**src/rtl/fuzzy_pkg.sv**
```systemverilog
// Shared fuzzy datapath types and constants.
// Membership/singleton formats and the defuzzifier state encoding.
package fuzzy_pkg;

  localparam int MU_WIDTH   = 16;
  localparam int S_WIDTH    = 8;
  localparam int QMAG_WIDTH = 9;

  typedef logic [MU_WIDTH-1:0]       mu_t;
  typedef logic signed [S_WIDTH-1:0] sval_t;

  localparam mu_t MU_ONE = '1;

  typedef enum logic [1:0] {
    IDLE,
    MAC,
    DIV,
    DONE
  } defuzz_state_t;

endpackage

```
**src/rtl/udiv_serial.sv**
```systemverilog
// Unsigned restoring bit-serial divider, one quotient bit per cycle.
// Ports: clk, rst, start, dividend, divisor -> busy, done (1-cycle pulse), quotient.
module udiv_serial #(
  parameter int DVD_W = 27,
  parameter int DVS_W = 18,
  parameter int Q_W   = 9
) (
  input  logic             clk,
  input  logic             rst,
  input  logic             start,
  input  logic [DVD_W-1:0] dividend,
  input  logic [DVS_W-1:0] divisor,
  output logic             busy,
  output logic             done,
  output logic [Q_W-1:0]   quotient
);

  localparam int R_W = DVS_W + 1;
  localparam int C_W = $clog2(Q_W + 1);

  logic [R_W-1:0]   rem, rem_src, trial, rem_nx;
  logic [Q_W-1:0]   lo, lo_src, lo_nx;
  logic [DVS_W-1:0] dvs, dvs_src;
  logic [C_W-1:0]   cnt;
  logic             ge;

  // The first step runs on the start edge; the upper dividend bits
  // seed the remainder (the caller guarantees quotient < 2^Q_W).
  always_comb begin
    rem_src = start ? R_W'(dividend[DVD_W-1:Q_W]) : rem;
    lo_src  = start ? dividend[Q_W-1:0] : lo;
    dvs_src = start ? divisor : dvs;
    trial   = {rem_src[R_W-2:0], lo_src[Q_W-1]};
    ge      = trial >= {1'b0, dvs_src};
    rem_nx  = ge ? trial - {1'b0, dvs_src} : trial;
    lo_nx   = {lo_src[Q_W-2:0], ge};
  end

  always_ff @(posedge clk) begin
    if (rst) begin
      rem  <= '0;
      lo   <= '0;
      dvs  <= '0;
      cnt  <= '0;
      busy <= 1'b0;
      done <= 1'b0;
    end else begin
      done <= 1'b0;
      if (start) begin
        rem  <= rem_nx;
        lo   <= lo_nx;
        dvs  <= dvs_src;
        cnt  <= C_W'(1);
        busy <= 1'b1;
      end else if (busy) begin
        rem <= rem_nx;
        lo  <= lo_nx;
        cnt <= cnt + C_W'(1);
        if (cnt == C_W'(Q_W - 1)) begin
          busy <= 1'b0;
          done <= 1'b1;
        end
      end
    end
  end

  assign quotient = lo;

endmodule

```
**src/rtl/defuzzifier_wavg.sv**
```systemverilog
// Weighted-average defuzzifier: serial MAC then serial divide, y = sum(mu*s)/sum(mu).
// Ports: clk, rst, in_valid/in_ready, mu_*, s_* in; out_valid/out_ready, y, div_zero out.
module defuzzifier_wavg
  import fuzzy_pkg::*;
#(
  parameter int MU_W   = MU_WIDTH,
  parameter int S_W    = S_WIDTH,
  parameter int QMAG_W = QMAG_WIDTH
) (
  input  logic                  clk,
  input  logic                  rst,
  input  logic                  in_valid,
  output logic                  in_ready,
  input  logic [MU_W-1:0]       mu_neg,
  input  logic [MU_W-1:0]       mu_zero,
  input  logic [MU_W-1:0]       mu_pos,
  input  logic signed [S_W-1:0] s_neg,
  input  logic signed [S_W-1:0] s_zero,
  input  logic signed [S_W-1:0] s_pos,
  output logic                  out_valid,
  input  logic                  out_ready,
  output logic signed [S_W-1:0] y,
  output logic                  div_zero
);

  localparam int P_W   = MU_W + S_W + 1;
  localparam int NUM_W = P_W + 2;
  localparam int DEN_W = MU_W + 2;
  localparam int SMAX  = 2 ** (S_W - 1) - 1;
  localparam int SMIN  = -(2 ** (S_W - 1));

  defuzz_state_t state, state_nx;

  logic [MU_W-1:0]          mn, mz, mp, mu_sel;
  logic signed [S_W-1:0]    sn, sz, sp, s_sel;
  logic [1:0]               idx;
  logic signed [NUM_W-1:0]  num, num_nx;
  logic [DEN_W-1:0]         den, den_nx;
  logic signed [P_W-1:0]    prod;
  logic [NUM_W-1:0]         num_abs;
  logic                     div_start, div_busy, div_done;
  logic [QMAG_W-1:0]        q;
  logic signed [QMAG_W:0]   sq;
  int                       sq_i;
  logic signed [S_W-1:0]    y_sat;

  always_ff @(posedge clk) begin
    if (rst) state <= IDLE;
    else     state <= state_nx;
  end

  // MAC takes idx 0..2 for neg/zero/pos; idx 3 is the decision cycle.
  always_comb begin
    state_nx  = state;
    div_start = 1'b0;
    unique case (state)
      IDLE: if (in_valid) state_nx = MAC;
      MAC: begin
        if (idx == 2'd3) begin
          if (den == '0) begin
            state_nx = DONE;
          end else if (!div_busy) begin
            state_nx  = DIV;
            div_start = 1'b1;
          end
        end
      end
      DIV:  if (div_done) state_nx = DONE;
      DONE: if (out_ready) state_nx = IDLE;
      default: state_nx = IDLE;
    endcase
  end

  always_comb begin
    mu_sel = mp;
    s_sel  = sp;
    unique case (idx)
      2'd0: begin mu_sel = mn; s_sel = sn; end
      2'd1: begin mu_sel = mz; s_sel = sz; end
      default: begin mu_sel = mp; s_sel = sp; end
    endcase
    prod = $signed({{S_W{1'b0}}, mu_sel})
         * $signed({{(P_W-S_W){s_sel[S_W-1]}}, s_sel});
    num_nx = num + $signed({{(NUM_W-P_W){prod[P_W-1]}}, prod});
    den_nx = den + DEN_W'(mu_sel);
    num_abs = num[NUM_W-1] ? NUM_W'(-num) : NUM_W'(num);
  end

  // Reapply the sign of num and clamp to the output range.
  always_comb begin
    sq    = num[NUM_W-1] ? -$signed({1'b0, q}) : $signed({1'b0, q});
    sq_i  = int'(sq);
    y_sat = S_W'(sq);
    if (sq_i > SMAX)      y_sat = S_W'(SMAX);
    else if (sq_i < SMIN) y_sat = S_W'(SMIN);
  end

  always_ff @(posedge clk) begin
    if (rst) begin
      mn <= '0; mz <= '0; mp <= '0;
      sn <= '0; sz <= '0; sp <= '0;
      idx      <= '0;
      num      <= '0;
      den      <= '0;
      y        <= '0;
      div_zero <= 1'b0;
    end else begin
      unique case (state)
        IDLE: begin
          if (in_valid) begin
            mn <= mu_neg; mz <= mu_zero; mp <= mu_pos;
            sn <= s_neg;  sz <= s_zero;  sp <= s_pos;
            idx <= '0;
            num <= '0;
            den <= '0;
          end
        end
        MAC: begin
          if (idx != 2'd3) begin
            num <= num_nx;
            den <= den_nx;
            idx <= idx + 2'd1;
          end else if (den == '0) begin
            y        <= '0;
            div_zero <= 1'b1;
          end
        end
        DIV: begin
          if (div_done) begin
            y        <= y_sat;
            div_zero <= 1'b0;
          end
        end
        default: ;
      endcase
    end
  end

  udiv_serial #(
    .DVD_W(NUM_W),
    .DVS_W(DEN_W),
    .Q_W  (QMAG_W)
  ) u_div (
    .clk     (clk),
    .rst     (rst),
    .start   (div_start),
    .dividend(num_abs),
    .divisor (den),
    .busy    (div_busy),
    .done    (div_done),
    .quotient(q)
  );

  assign in_ready  = (state == IDLE);
  assign out_valid = (state == DONE);

endmodule
```
**config.mk**
```make
export PLATFORM = sky130hd
export DESIGN_NAME = defuzzifier_wavg
export DESIGN_NICKNAME = d
export VERILOG_FILES = /design/src/rtl/fuzzy_pkg.sv /design/src/rtl/udiv_serial.sv /design/src/rtl/defuzzifier_wavg.sv
export SDC_FILE = /design/constraint.sdc
export NUM_CORES = 1
export LEC_CHECK = 0
export CORE_AREA = 4 4 181 165
export CTS_CLUSTER_DIAMETER = 50
export DETAILED_ROUTE_END_ITERATION = 7
export DIE_AREA = 0 0 185 169
export PLACE_DENSITY = 0.83
export SLEW_MARGIN = 20
export SYNTH_ARGS = -nofsm -noshare
export SYNTH_HDL_FRONTEND = slang
export SYNTH_SLANG_ARGS = --single-unit
```
**constraint.sdc**
```tcl
create_clock -name clk -period 6.4 [get_ports clk]
set_clock_uncertainty 0.1 [all_clocks]
set_input_delay 1.28 -clock clk [delete_from_list [all_inputs] [get_ports clk]]
set_output_delay 1.28 -clock clk [all_outputs]
set_load 0.05 [all_outputs]
```
==> results.toml <==
[outcome]
status = "complete, but fails checks"
violations = "negative setup slack"

[place]
placed_area_um2 = 15900
gp_congestion = 0.954
dpl.hpwl_um = 28700
io_buffers = 86

[die]
die_area_um2 = 31300
die_h_um = 169
io_pins = 87
rows = 58
coreArea_um2 = 27900
start_util_pct = 50.8
die_width_um = 185

[synthesis]
yosys_register_bits = 181
ys_seq_area_share_pct = 25.6
async_flop_share_pct = 0
synth_cells = 1733
netlist_area_um2 = 14100
synth_top_flop_cell = "dfxtp_1"
synth_top_area_share_pct = 25.6
syn_area_per_cell_um2 = 8.16
ys_types = 66
synth_largest_area_cell = "dfxtp_1"
synth_edf_count = 0
synth_area_leaders = "dfxtp_1, fa_1, ha_1"
ys_warn_count = 0
synth_fp_nets = 2035

[detailed_routing]
avgRoutedWirePerCell_um = 18.3
viasPerCell = 5.92
num_vias = 13200
wl_um = 40900
drtIter0Drc = 1268
route.detailed.drc = 0
ant_nets = 0
drt_pre_antenna_iters = 7

[worst_hold_path]
hold_path_class = "flop to flop"
whs_path_depth = 2
holdPathEnd = "y[0]"
worst_hold_startpoint = "y[0]"

[pwr]
seq_power_share_pct = 25.6
pwr-share-comb_pct = 53.7
power_mw = 5.31
ir_drop_uv = 229
power_density_nw_per_um2 = 311
swShare_pct = 44.3
internal_power_mw = 2.96
clkPwrFrac_pct = 20.7
net-switching-power_mw = 2.35
p_leak_nw = 7.70

[clocking]
clk_latency_ns = 0.47
numCtsBuffers = 17
cts_hold_buf = 0
clk_path_buf_depth = 2
clk_pin_slew_worst_paths_ns = 0.09
cts_tree = "yes"
htreeDepth = 4
cts-root-buf = "clkbuf_16"
cts_sinks = 181

[global_route]
track_usage_pct = 24.6
grt_start_max_net_pins = 75
grt_pass1_vias = 12800
overflow = 0
antenna_found_initial = 0
grt_pass1_wl_um = 63400

[cells_and_area]
regArea_um2 = 3630
finalNetCount = 2165
multi_input_area_um2 = 10000
final_util_pct = 61.2
n_fill_cell = 2191
final_area_um2 = 17100
diodes = 0
drive_gt1_share_pct = 12.3
area_growth_syn_to_layout_pct = 20.6

[setup_path]
critPathMaxFanout = 6
regToRegSetupSlack_ns = -0.03
worstRegToRegCells = 28
end_kind = "flop"
cp_slowest_cell = "fa_1"
required_ns = 6.63
cp.arrival_ns = 6.66
reg2reg_to = "num[26]"
r2r-start = "idx[0]"
max_stage_delay_ns = 0.57
worstSetupPathType = "flop to flop"
cp-start-kind = "flop"

[sta]
hold_viol = 0
fin_ws_ns = -0.0263
maxSlewViolCount = 0
finalSetupViolCount = 1
slew_headroom_pct = 45.8
period_minus_slack_ns = 6.43
worstMarginPinSlew_ns = 0.810
fmax_ghz = 0.156
fin_crit_sh_pct = 100
whs_ns = 0.364
grt_setup_unrepaired = "true"

[job]
drv_cap = 0
## worst max path at each step
stage	from	endpoint	depth (start not counted)
floorplan	idx[0]	num[26]	24
global placement	idx[0]	num[26]	28
detailed placement	idx[1]	num[26]	28
CTS	idx[0]	num[26]	24
global route	idx[0]	num[26]	28
finish	idx[0]	num[26]	28
## synthesized netlist by cell type (4+ instances only)
library cell  instances
a211o_1               6
a211oi_1             24
a21o_1               20
a21oi_1             167
a22o_1               24
a22oi_1              21
a31oi_1              19
and2_1                5
and3_1                4
clkbuf_1             76
dfxtp_1             181
fa_1                109
ha_1                117
inv_1               138
mux2i_1              25
nand2_1             275
nand2b_1             18
nand3_1              23
nand4_1               5
nor2_1              201
nor2b_1              10
nor3_1               25
nor4_1                4
o211ai_1              5
o21a_1                5
o21ai_0              56
o21bai_1              4
o31ai_1              10
o41ai_1               6
or2_2                10
or3_1                 7
or4_1                 6
xnor2_1              51
xor2_1               29
## cell usage in the layout, fill, tap and decap left out, types with 10 or more instances in the layout
cell type	Yosys	routed
nand2b_1	18	16
o31ai_1	10	10
nand3_1	23	22
inv_1	138	129
nor3_1	25	23
a21oi_2	0	14
clkdlybuf4s50_1	0	85
clkbuf_16	0	18
xor2_1	29	29
a21oi_1	167	152
a21o_1	20	20
buf_6	1	13
a211oi_1	24	22
a22o_1	24	24
a31oi_1	19	17
a22oi_1	21	20
ha_1	117	108
nor2_1	201	194
nand2_1	275	267
mux2i_1	25	25
xnor2_1	51	51
inv_2	0	10
dfxtp_1	181	179
fa_1	109	106
o21ai_0	56	52
buf_4	2	86
## sequential cells by signal, indices dropped and copies added (netlist names)
signal	count
den	18
div_zero	1
idx	2
mn	16
mp	16
mz	16
num	27
sn	8
sp	8
state	2
sz	8
u_div.busy	1
u_div.cnt	4
u_div.done	1
u_div.dvs	18
u_div.quotient	9
u_div.rem	18
y	8
## stage by stage
stage               setup WS (ns)  cells  TNS (ns)
floorplan                  0.0170   1733         0
global placement          0.00844   2185         0
detailed placement         -0.116   2185    -0.243
CTS                       -0.0176   2225   -0.0176
global route               -0.212   2236    -0.675
finish                    -0.0263   2236   -0.0263
## layer usage
metal	track usage [%]	wire (um)	vias to the layer above
met5	0	0	-
met4	8.07	1540	0
met3	4.08	3000	154
met2	41.7	20100	615
met1	32.2	16300	6350
li1	-	-	6113
## power by group through the flow
stage / sequential, mW / combinational (mW) / clock (mW)
after global placement: 1.37 / 2.43 / 0
after detailed placement: 1.37 / 2.51 / 0
after CTS: 1.35 / 2.64 / 1.09
after floorplan: 1.35 / 1.69 / 0
final: 1.36 / 2.85 / 1.10
after global routing: 1.37 / 3.12 / 1.14
## repair_timing
item | CTS | global route
pin swaps | 9 | 22
cloned | 3 | 1
setup buffers | 5 | 10
gates resized for setup | 27 | 57
hold endpoints to repair | 0 | 0
endpoints found under the setup margin | 7 | 13
## layout make-up
class / instances / area share (%)
well taps: 360 / 2.64
flip-flops and latches: 181 / 21.3
clock buffers: 17 / 2.49
repair buffers: 193 / 10.9
clock inverters: 15 / 1.04
inverters: 139 / 3.06
multi-input cells: 1331 / 58.6
## critical path, delay by kind of cell (launching register included)
family	cells	cell delay, ns
AOI/OAI and AO/OA	7	1.25
adders and majority gates	8	2.73
xor gates and xnor gates	1	0.14
buffers and inverters	8	0.94
and+or+nand+nor	4	0.79
DFF	1	0.34
## cell families after synthesis
kind of cell / share of synthesized area, %
simple gates: 18.7
compound gates: 17.0
fa+ha+maj: 25.8
buf+inv: 5.97
flops: 25.6
xor+xnor: 4.95
mux: 1.93
Power figures use the tool's default switching activity.
